## src/rtl/frame_header_parser.sv

```systemverilog
// Parses framed streams: EID word, LEN_WORDS big-endian length words, then payload pass-through.
// Latency: header fields registered one cycle after last length word; payload is combinational pass-through.
// Backpressure: payload words stall on payload_ready low; header and drain words are always accepted.
module frame_header_parser #(
   parameter int DATA_W    = 8,
   parameter int LEN_WORDS = 1,
   parameter int CHECK_LEN = 1,
   localparam int LEN_W    = LEN_WORDS * DATA_W
) (
   input  logic              clk,
   input  logic              rst_n,
   input  logic [DATA_W-1:0] in_frame_data,
   input  logic              in_frame_data_valid,
   input  logic              in_frame_valid,
   output logic              frame_data_latch,
   output logic [DATA_W-1:0] header_eid,
   output logic [LEN_W-1:0]  header_len,
   output logic              header_done,
   input  logic              header_done_clear,
   output logic              packet_is_empty,
   output logic              is_fragment,
   output logic [DATA_W-1:0] payload_data,
   output logic              payload_valid,
   input  logic              payload_ready,
   output logic              payload_last,
   output logic [LEN_W-1:0]  payload_count,
   output logic              len_error,
   output logic              frame_done
);

   typedef enum logic [2:0] {S_IDLE, S_EID, S_LEN, S_PAYLOAD, S_DRAIN} state_t;

   localparam logic [1:0] LAST_IDX = 2'(LEN_WORDS - 1);

   state_t              state_q, state_d;
   logic [DATA_W-1:0]   eid_q, eid_d;
   logic [LEN_W-1:0]    len_shift_q, len_shift_d;
   logic [1:0]          len_idx_q, len_idx_d;
   logic [LEN_W-1:0]    hlen_q, hlen_d;
   logic                hdone_q, hdone_d;
   logic                empty_q, empty_d;
   logic                frag_q, frag_d;
   logic [LEN_W-1:0]    cnt_q, cnt_d;
   logic                lerr_q, lerr_d;
   logic                fdone_q, fdone_d;
   logic [LEN_W-1:0]    len_next;
   logic                is_last;

   // Length accumulates MSB-first: every new word pushes the previous ones up.
   assign len_next = (len_shift_q << DATA_W) | LEN_W'(in_frame_data);

   // Next-state, registered-field updates and combinational stream handshakes.
   always_comb begin
      state_d          = state_q;
      eid_d            = eid_q;
      len_shift_d      = len_shift_q;
      len_idx_d        = len_idx_q;
      hlen_d           = hlen_q;
      hdone_d          = hdone_q & ~header_done_clear;
      empty_d          = empty_q;
      frag_d           = frag_q;
      cnt_d            = cnt_q;
      lerr_d           = lerr_q;
      fdone_d          = 1'b0;
      frame_data_latch = 1'b0;
      payload_valid    = 1'b0;
      payload_last     = 1'b0;
      is_last          = 1'b0;
      case (state_q)
         S_IDLE: begin
            frame_data_latch = in_frame_valid;
            if (in_frame_valid) begin
               state_d     = S_EID;
               lerr_d      = 1'b0;
               len_idx_d   = 2'd0;
               len_shift_d = '0;
            end
         end
         S_EID: begin
            if (!in_frame_valid) begin
               lerr_d  = 1'b1;
               fdone_d = 1'b1;
               state_d = S_IDLE;
            end else if (in_frame_data_valid) begin
               frame_data_latch = 1'b1;
               eid_d            = in_frame_data;
               state_d          = S_LEN;
            end
         end
         S_LEN: begin
            if (!in_frame_valid) begin
               lerr_d  = 1'b1;
               fdone_d = 1'b1;
               state_d = S_IDLE;
            end else if (in_frame_data_valid) begin
               frame_data_latch = 1'b1;
               len_shift_d      = len_next;
               len_idx_d        = len_idx_q + 2'd1;
               if (len_idx_q == LAST_IDX) begin
                  // Setting header_done here overrides a same-cycle clear.
                  hlen_d  = len_next;
                  empty_d = (len_next == '0);
                  frag_d  = &len_next;
                  hdone_d = 1'b1;
                  cnt_d   = '0;
                  state_d = (len_next == '0) ? S_DRAIN : S_PAYLOAD;
               end
            end
         end
         S_PAYLOAD: begin
            payload_valid = in_frame_data_valid & in_frame_valid;
            if (!in_frame_valid) begin
               // Fragments have no declared end, so an early stop is not a fault.
               if (!frag_q && CHECK_LEN != 0) lerr_d = 1'b1;
               fdone_d = 1'b1;
               state_d = S_IDLE;
            end else begin
               is_last          = ~frag_q & (cnt_q == hlen_q - LEN_W'(1));
               payload_last     = payload_valid & is_last;
               frame_data_latch = payload_valid & payload_ready;
               if (frame_data_latch) begin
                  cnt_d = (frag_q && (&cnt_q)) ? cnt_q : cnt_q + LEN_W'(1);
                  if (is_last) state_d = S_DRAIN;
               end
            end
         end
         S_DRAIN: begin
            frame_data_latch = in_frame_data_valid;
            if (!in_frame_valid) begin
               fdone_d = 1'b1;
               state_d = S_IDLE;
            end else if (in_frame_data_valid && CHECK_LEN != 0) begin
               lerr_d = 1'b1;
            end
         end
         default: state_d = S_IDLE;
      endcase
   end

   // State and registered outputs; reset returns everything to zero immediately.
   always_ff @(posedge clk or negedge rst_n) begin
      if (!rst_n) begin
         state_q     <= S_IDLE;
         eid_q       <= '0;
         len_shift_q <= '0;
         len_idx_q   <= 2'd0;
         hlen_q      <= '0;
         hdone_q     <= 1'b0;
         empty_q     <= 1'b0;
         frag_q      <= 1'b0;
         cnt_q       <= '0;
         lerr_q      <= 1'b0;
         fdone_q     <= 1'b0;
      end else begin
         state_q     <= state_d;
         eid_q       <= eid_d;
         len_shift_q <= len_shift_d;
         len_idx_q   <= len_idx_d;
         hlen_q      <= hlen_d;
         hdone_q     <= hdone_d;
         empty_q     <= empty_d;
         frag_q      <= frag_d;
         cnt_q       <= cnt_d;
         lerr_q      <= lerr_d;
         fdone_q     <= fdone_d;
      end
   end

   assign header_eid      = eid_q;
   assign header_len      = hlen_q;
   assign header_done     = hdone_q;
   assign packet_is_empty = empty_q;
   assign is_fragment     = frag_q;
   assign payload_data    = in_frame_data;
   assign payload_count   = cnt_q;
   assign len_error       = lerr_q;
   assign frame_done      = fdone_q;

endmodule

```

## config.mk

```make
export PLATFORM = sky130hd
export DESIGN_NAME = frame_header_parser
export DESIGN_NICKNAME = d
export VERILOG_FILES = /design/src/rtl/frame_header_parser.sv
export SDC_FILE = /design/constraint.sdc
export NUM_CORES = 1
export LEC_CHECK = 0
export ABC_AREA = 1
export CAP_MARGIN = 20
export CELL_PAD_IN_SITES_DETAIL_PLACEMENT = 1
export CELL_PAD_IN_SITES_GLOBAL_PLACEMENT = 1
export CORE_MARGIN = 4
export CORE_UTILIZATION = 38
export CTS_CLUSTER_DIAMETER = 40
export DETAILED_ROUTE_END_ITERATION = 6
export GPL_TIMING_DRIVEN = 0
export PLACE_DENSITY_LB_ADDON = 0.1
export SLEW_MARGIN = 20
export SYNTH_ARGS = -nofsm -noshare
export SYNTH_HDL_FRONTEND = slang
export SYNTH_SLANG_ARGS = --single-unit
```

## constraint.sdc

```tcl
create_clock -name clk -period 5.8 [get_ports clk]
set_input_delay 1.74 -clock clk [delete_from_list [all_inputs] [get_ports clk]]
set_output_delay 1.74 -clock clk [all_outputs]
set_load 0.1 [all_outputs]
```

==> results of run 1 <==
[final cells by class]
class,instances,area (um^2),area share [%]
Tap cell,70,87.6,3.08
Sequential cell,34,851,29.9
Multi-Input combinational cell,195,1040,36.4
Clock inverter,2,12.5,0.440
Clock buffer,6,82.6,2.90
Inverter,33,124,4.36
Timing Repair Buffer,53,536,18.8
Buffer,15,114,4.01
[Yosys cell counts]
cell type  number  area [um^2]
a21oi_1         4         20.0
a21oi_2         1         8.76
buf_2           2         10.0
buf_4           9         67.6
buf_6           1         11.3
buf_8           1         15.0
clkbuf_2        2         10.0
dfrtp_1        34          851
ha_1            3         37.5
inv_1          30          113
inv_2           3         11.3
mux2_1          1         11.3
nand2_1        74          278
nand2_2         7         43.8
nand2_4         1         11.3
nand3_1        15         75.1
nand3_2         1         10.0
nand3b_1        1         7.51
nand4_1         5         31.3
nor2_1         20         75.1
nor2_2          1         6.26
nor3_1          5         25.0
nor3_2          1         10.0
nor3_4          2         32.5
nor4_1          3         18.8
o21ai_0        16         80.1
o21ai_1         7         35.0
o21ai_2         7         61.3
o221ai_1        1         8.76
o22ai_1         3         18.8
or2_1           2         12.5
or2_2           4         25.0
xnor2_1         5         43.8
xor2_1          5         43.8
[state kept, by name, summed over array words and instances (netlist names)]
| signal | count |
|---|---|
| packet_is_empty | 1 |
| payload_count | 8 |
| frame_done | 1 |
| is_fragment | 1 |
| state_q | 3 |
| header_eid | 8 |
| header_len | 8 |
| len_idx_q | 2 |
| header_done | 1 |
| len_error | 1 |
[per-layer routing]
metal / vias up / GRT usage, % / share of wire [%]
met4: 0 / 6.70 / 1.5
met3: 8 / 3.25 / 3.0
met5: - / 0 / 0
met1: 975 / 24.6 / 45
li1: 1000 / - / -
met2: 34 / 34.5 / 50
[power by group through the flow]
stage	sequential, mW	clock (mW)	combinational (mW)
3_3_place_gp	0.394	0	1.14
2_1_floorplan	0.886	0	0.398
5_1_grt	0.405	0.204	1.24
4_1_cts	0.393	0.192	1.17
3_5_place_dp	0.397	0	1.17
6_report	0.391	0.186	1.16
[worst reg2reg max path, cell delays in order (launching register included)]
cell and delay, ns:
dfrtp_1 0.38, inv_1 0.12, ha_1 0.26, or2_2 0.29, nand2_1 0.06, nand2_1 0.05, nand2_1 0.05, nand3_1 0.07
nor2_1 0.09, nand2_1 0.12, nand2_1 0.14, nand2_1 0.08, nand2_1 0.06, nand2_1 0.05
[worst paths after layout]
check / startpoint / cells past startpoint / slack (ns) / endpoint
worst min-delay path: header_eid[7]$_DFFE_PN0P_ / 2 / 0.49 / header_eid[7]$_DFFE_PN0P_
worst max register to register: header_len[0]$_DFFE_PN0P_ / 13 / 3.86 / state_q[0]$_DFFE_PN0P_
worst max-delay path: in_frame_data_valid / 6 / 0.17 / frame_data_latch
min in group asynchronous: rst_n / 1 / 1.30 / header_done$_DFF_PN0_
worst min register to register: header_eid[7]$_DFFE_PN0P_ / 2 / 0.49 / header_eid[7]$_DFFE_PN0P_
max in group asynchronous: rst_n / 2 / 4.07 / is_fragment$_DFFE_PN0P_
[cells by family (layout without fill, tap and decap cells)]
group / Yosys count / in the layout / synth area share (%)
AOI/OAI and AO/OA: 39 / 39 / 11.0
xor gates and xnor gates: 10 / 10 / 4.13
adders and majority gates: 3 / 3 / 1.77
buffers and inverters: 48 / 109 / 11.2
DFF: 34 / 34 / 40.1
muxes: 1 / 1 / 0.531
and+or+nand+nor: 142 / 142 / 31.2
==> summary.txt, run 1 <==
Hold WS: 0.491 ns
Worst Path Arrival: 3.89 ns
NumNets Final: 354
DR iter-0 viols: 57
Tot GR Track Use: 19.7%
initial antenna violation count: 0
P_sw: 1.04 mW
FILL cells: 673
Worst Setup End Kind: output pin
Crit path required time: 4.06 ns
Tmin final: 5.63 ns
unrepaired setup endpoints after global routing: no
CP Buf/Inv Count: 2
largest net degree at the start of global routing: 27
PwrDens: 611 nW/um^2
Worst-path clk slew: 0.07 ns
status: finished clean
syn_nets: 294
final instance area: 2840 um^2
setup bufs post-CTS: 0
cts repair resizes: 0
drt drc: 0
post-route ant nets: 0
overall power: 1.74 mW
final setup fails: 0
crit-path max FO: 7
share of cells above drive strength 1: 16.0%
static leakage: 1.34 nW
number of placed I/O pins: 54
grt ovf: 0
max frequency: 0.178 GHz
Slowest-stage cell, CP: clkdlybuf4s50_1
Finished Core Util: 53.9%
Post-CTS Hold Fix Bufs: 0
first-pass GRT wire length: 10200 um
dpl hpwl: 4780 um
max_slew headroom: 33.0%
die extent in x: 82.7 um
synthesized area per cell: 7.65 um^2
Initial Utilization: 40.2%
power share of the combinational group: 66.8%
Die Ht: 82.7 um
commonest non-fill, non-tap cells in the layout: 74 x nand2_1, 51 x clkdlybuf4s50_1, 34 x dfrtp_1, 30 x inv_1, 20 x nor2_1
Post-Route WL: 5930 um
max cap viols: 0
crit start category: primary input
synth warn: 0
clock power share: 10.7%
Cell Count Post-Placement: 400
Max VDD drop: 0.000386 V
worst-skew pair later-pin latency: 0.29 ns
clock sinks: 34
Reg power frac: 22.5%
Max H-tree Level: 2
Synth Register Bits: 34
Tightest Pin Transition: 1.00 ns
Critical Path Max Stage Delay: 1.16 ns
n_diodes: 0
post-synthesis sequential area ratio: 40.1%
WL/cell: 14.5 um
CTS tree: yes
clock skew: 0.00719 ns
max-slew violation count: 0
endpoints failing hold: 0
Final Cycle Share: 97.0%
Syn Inst Count: 277
DR pass1 iterations: 4
CTS max path bufs: 2
core box area: 5270 um^2
Yosys cell types: 34
most frequent CP cell: clkdlybuf4s50_1
vias in the first global route: 2123
CP delay by family, top: buffers and inverters
most common cell after layout, fill and taps aside: nand2_1
routed vias: 2017
Cell Area, Placed: 2750 um^2
die area: 6840 um^2
Placer Congestion: 0.776
final std cells w/o fill: 408
routed vias/inst: 4.94
Final Worst Setup Slack: 0.173 ns
sw frac: 59.7%
worst setup path class: primary input to output pin
internal power: 0.700 mW
Rows: 26
total CTS buffers: 5
Layout area overhead: 34.1%
Setup TNS Final: 0 ns
root buffer cell: clkbuf_8
pre-CTS setup slack: 0.172 ns
Synth Cell Area: 2120 um^2
port bufs: 52
CP cell instances: clkdlybuf4s50_1 > nand2_2 > nor2_1 > a21oi_1 > o21ai_0 > clkdlybuf4s50_1
min-delay worst type: register to register
No activity file was read; power rests on OpenSTA's default activity.
==> run 2, diff against run 1 <==
--- a/config.mk
+++ b/config.mk
@@ -10,11 +10,11 @@
 export CELL_PAD_IN_SITES_DETAIL_PLACEMENT = 1
 export CELL_PAD_IN_SITES_GLOBAL_PLACEMENT = 1
 export CORE_MARGIN = 4
-export CORE_UTILIZATION = 38
+export CORE_UTILIZATION = 35
 export CTS_CLUSTER_DIAMETER = 40
 export DETAILED_ROUTE_END_ITERATION = 6
 export GPL_TIMING_DRIVEN = 0
-export PLACE_DENSITY_LB_ADDON = 0.1
+export PLACE_DENSITY = 0.88
 export SLEW_MARGIN = 20
 export SYNTH_ARGS = -nofsm -noshare
 export SYNTH_HDL_FRONTEND = slang
==> constraint.sdc (replaced) <==
create_clock -name clk -period 6 [get_ports clk]
set_input_delay 1.8 -clock clk [delete_from_list [all_inputs] [get_ports clk]]
set_output_delay 1.8 -clock clk [all_outputs]
set_load 0.1 [all_outputs]
==> summary.txt, run 2 (synthesis results as in run 1) <==
crit start category: primary input
Layout area overhead: 36.4%
clock sinks: 34
Post-CTS Hold Fix Bufs: 0
cts repair resizes: 0
final std cells w/o fill: 413
max_slew headroom: 32.8%
number of placed I/O pins: 54
CP Buf/Inv Count: 2
CTS max path bufs: 2
DR iter-0 viols: 73
Max VDD drop: 0.000338 V
DR pass1 iterations: 4
clock power share: 14.8%
most frequent CP cell: clkdlybuf4s50_1
Tightest Pin Transition: 1.01 ns
Initial Utilization: 36.0%
root buffer cell: clkbuf_8
setup bufs post-CTS: 0
PwrDens: 615 nW/um^2
routed vias: 2094
post-route ant nets: 0
Rows: 28
CTS tree: yes
endpoints failing hold: 0
vias in the first global route: 2221
clock skew: 0.00564 ns
max-slew violation count: 0
port bufs: 52
Placer Congestion: 0.892
die extent in x: 85.8 um
max frequency: 0.175 GHz
dpl hpwl: 5070 um
Hold WS: 0.503 ns
n_diodes: 0
CP delay by family, top: buffers and inverters
worst setup path class: primary input to output pin
drt drc: 0
Final Cycle Share: 95.4%
Critical Path Max Stage Delay: 1.16 ns
Cell Area, Placed: 2750 um^2
power share of the combinational group: 63.9%
Tmin final: 5.72 ns
routed vias/inst: 5.07
Die Ht: 85.8 um
Reg power frac: 21.3%
final setup fails: 0
Worst Setup End Kind: output pin
Post-Route WL: 6430 um
CP cell instances: clkdlybuf4s50_1 > nand2_2 > nor2_1 > a21oi_1 > o21ai_0 > clkdlybuf4s50_1
worst-skew pair later-pin latency: 0.29 ns
core box area: 5890 um^2
largest net degree at the start of global routing: 26
static leakage: 1.36 nW
die area: 7370 um^2
crit-path max FO: 7
grt ovf: 0
first-pass GRT wire length: 11000 um
P_sw: 1.02 mW
initial antenna violation count: 0
share of cells above drive strength 1: 15.7%
status: finished clean
Worst-path clk slew: 0.07 ns
min-delay worst type: register to register
max cap viols: 0
Max H-tree Level: 2
Worst Path Arrival: 3.92 ns
Setup TNS Final: 0 ns
total CTS buffers: 5
worst reg-to-reg setup slack: 3.97 ns
commonest non-fill, non-tap cells in the layout: 74 x nand2_1, 51 x clkdlybuf4s50_1, 34 x dfrtp_1, 30 x inv_1, 20 x nor2_1
unrepaired setup endpoints after global routing: no
NumNets Final: 354
WL/cell: 15.6 um
sw frac: 57.1%
Crit path required time: 4.20 ns
final instance area: 2890 um^2
Slowest-stage cell, CP: clkdlybuf4s50_1
internal power: 0.762 mW
Cell Count Post-Placement: 405
most common cell after layout, fill and taps aside: nand2_1
Tot GR Track Use: 19.3%
==> run 2: changes by cell type in the layout (fill, tap and decap cells not counted) <==
cell,change
nor3_2,-1
bufinv_16,+2
clkinvlp_4,-1
nor3_1,+1
clkinv_2,-1
==> run 2: worst register-to-register path: stages, from the launching register on <==
cell     delay [ns]
dfrtp_1        0.39
inv_1          0.13
ha_1           0.28
or2_2          0.31
nand2_1        0.08
nand2_1        0.06
nand2_1        0.06
nand3_1        0.07
nor2_1         0.09
nand2_1        0.11
nand2_1        0.15
nand2_1        0.09
nand2_1        0.06
nand2_1        0.05
==> run 2: final cells by class <==
class,count,area [um^2]
fill,721,2990
sequential,34,851
timing repair buffer,53,536
clock inverter,2,60.1
buffer,15,114
clock buffer,6,82.6
tap,75,93.8
inverter,33,124
multi-input combinational,195,1030
==> run 2: power groups by stage <==
stage | sequential [mW] | combinational [mW] | clock [mW]
finish | 0.379 | 1.14 | 0.264
global route | 0.393 | 1.21 | 0.281
CTS | 0.379 | 1.14 | 0.271
detailed placement | 0.383 | 1.14 | 0
global placement | 0.380 | 1.10 | 0
floorplan | 0.856 | 0.384 | 0
==> run 2: final timing paths <==
check                                          start                            to  depth (start not counted)
max                              in_frame_data_valid              frame_data_latch                          6
min                        header_eid[2]$_DFFE_PN0P_     header_eid[2]$_DFFE_PN0P_                          2
max reg2reg                header_len[0]$_DFFE_PN0P_        state_q[1]$_DFFE_PN0P_                         13
min reg2reg                header_eid[2]$_DFFE_PN0P_     header_eid[2]$_DFFE_PN0P_                          2
max in group asynchronous                      rst_n  payload_count[0]$_DFFE_PN0P_                          2
min in group asynchronous                      rst_n     header_eid[7]$_DFFE_PN0P_                          1
==> run 2: layer usage <==
layer | wire, um | part of all wire, % | global-route usage (%) | up-vias
li1 | - | - | - | 1005
met4 | 153 | 2.4 | 8.20 | 0
met1 | 2580 | 40 | 22.1 | 1037
met5 | 0 | 0 | 0 | -
met2 | 3500 | 54 | 35.0 | 41
met3 | 208 | 3.2 | 3.36 | 11
==> run 2: per-stage QoR <==
step	util (%)	worst slack, ns	power (mW)
floorplan	-	0.0551	1.24
global placement	46.4	0.292	1.48
detailed placement	46.7	0.299	1.52
CTS	49.1	0.282	1.79
global route	49.1	0.159	1.88
finish	49.1	0.278	1.78
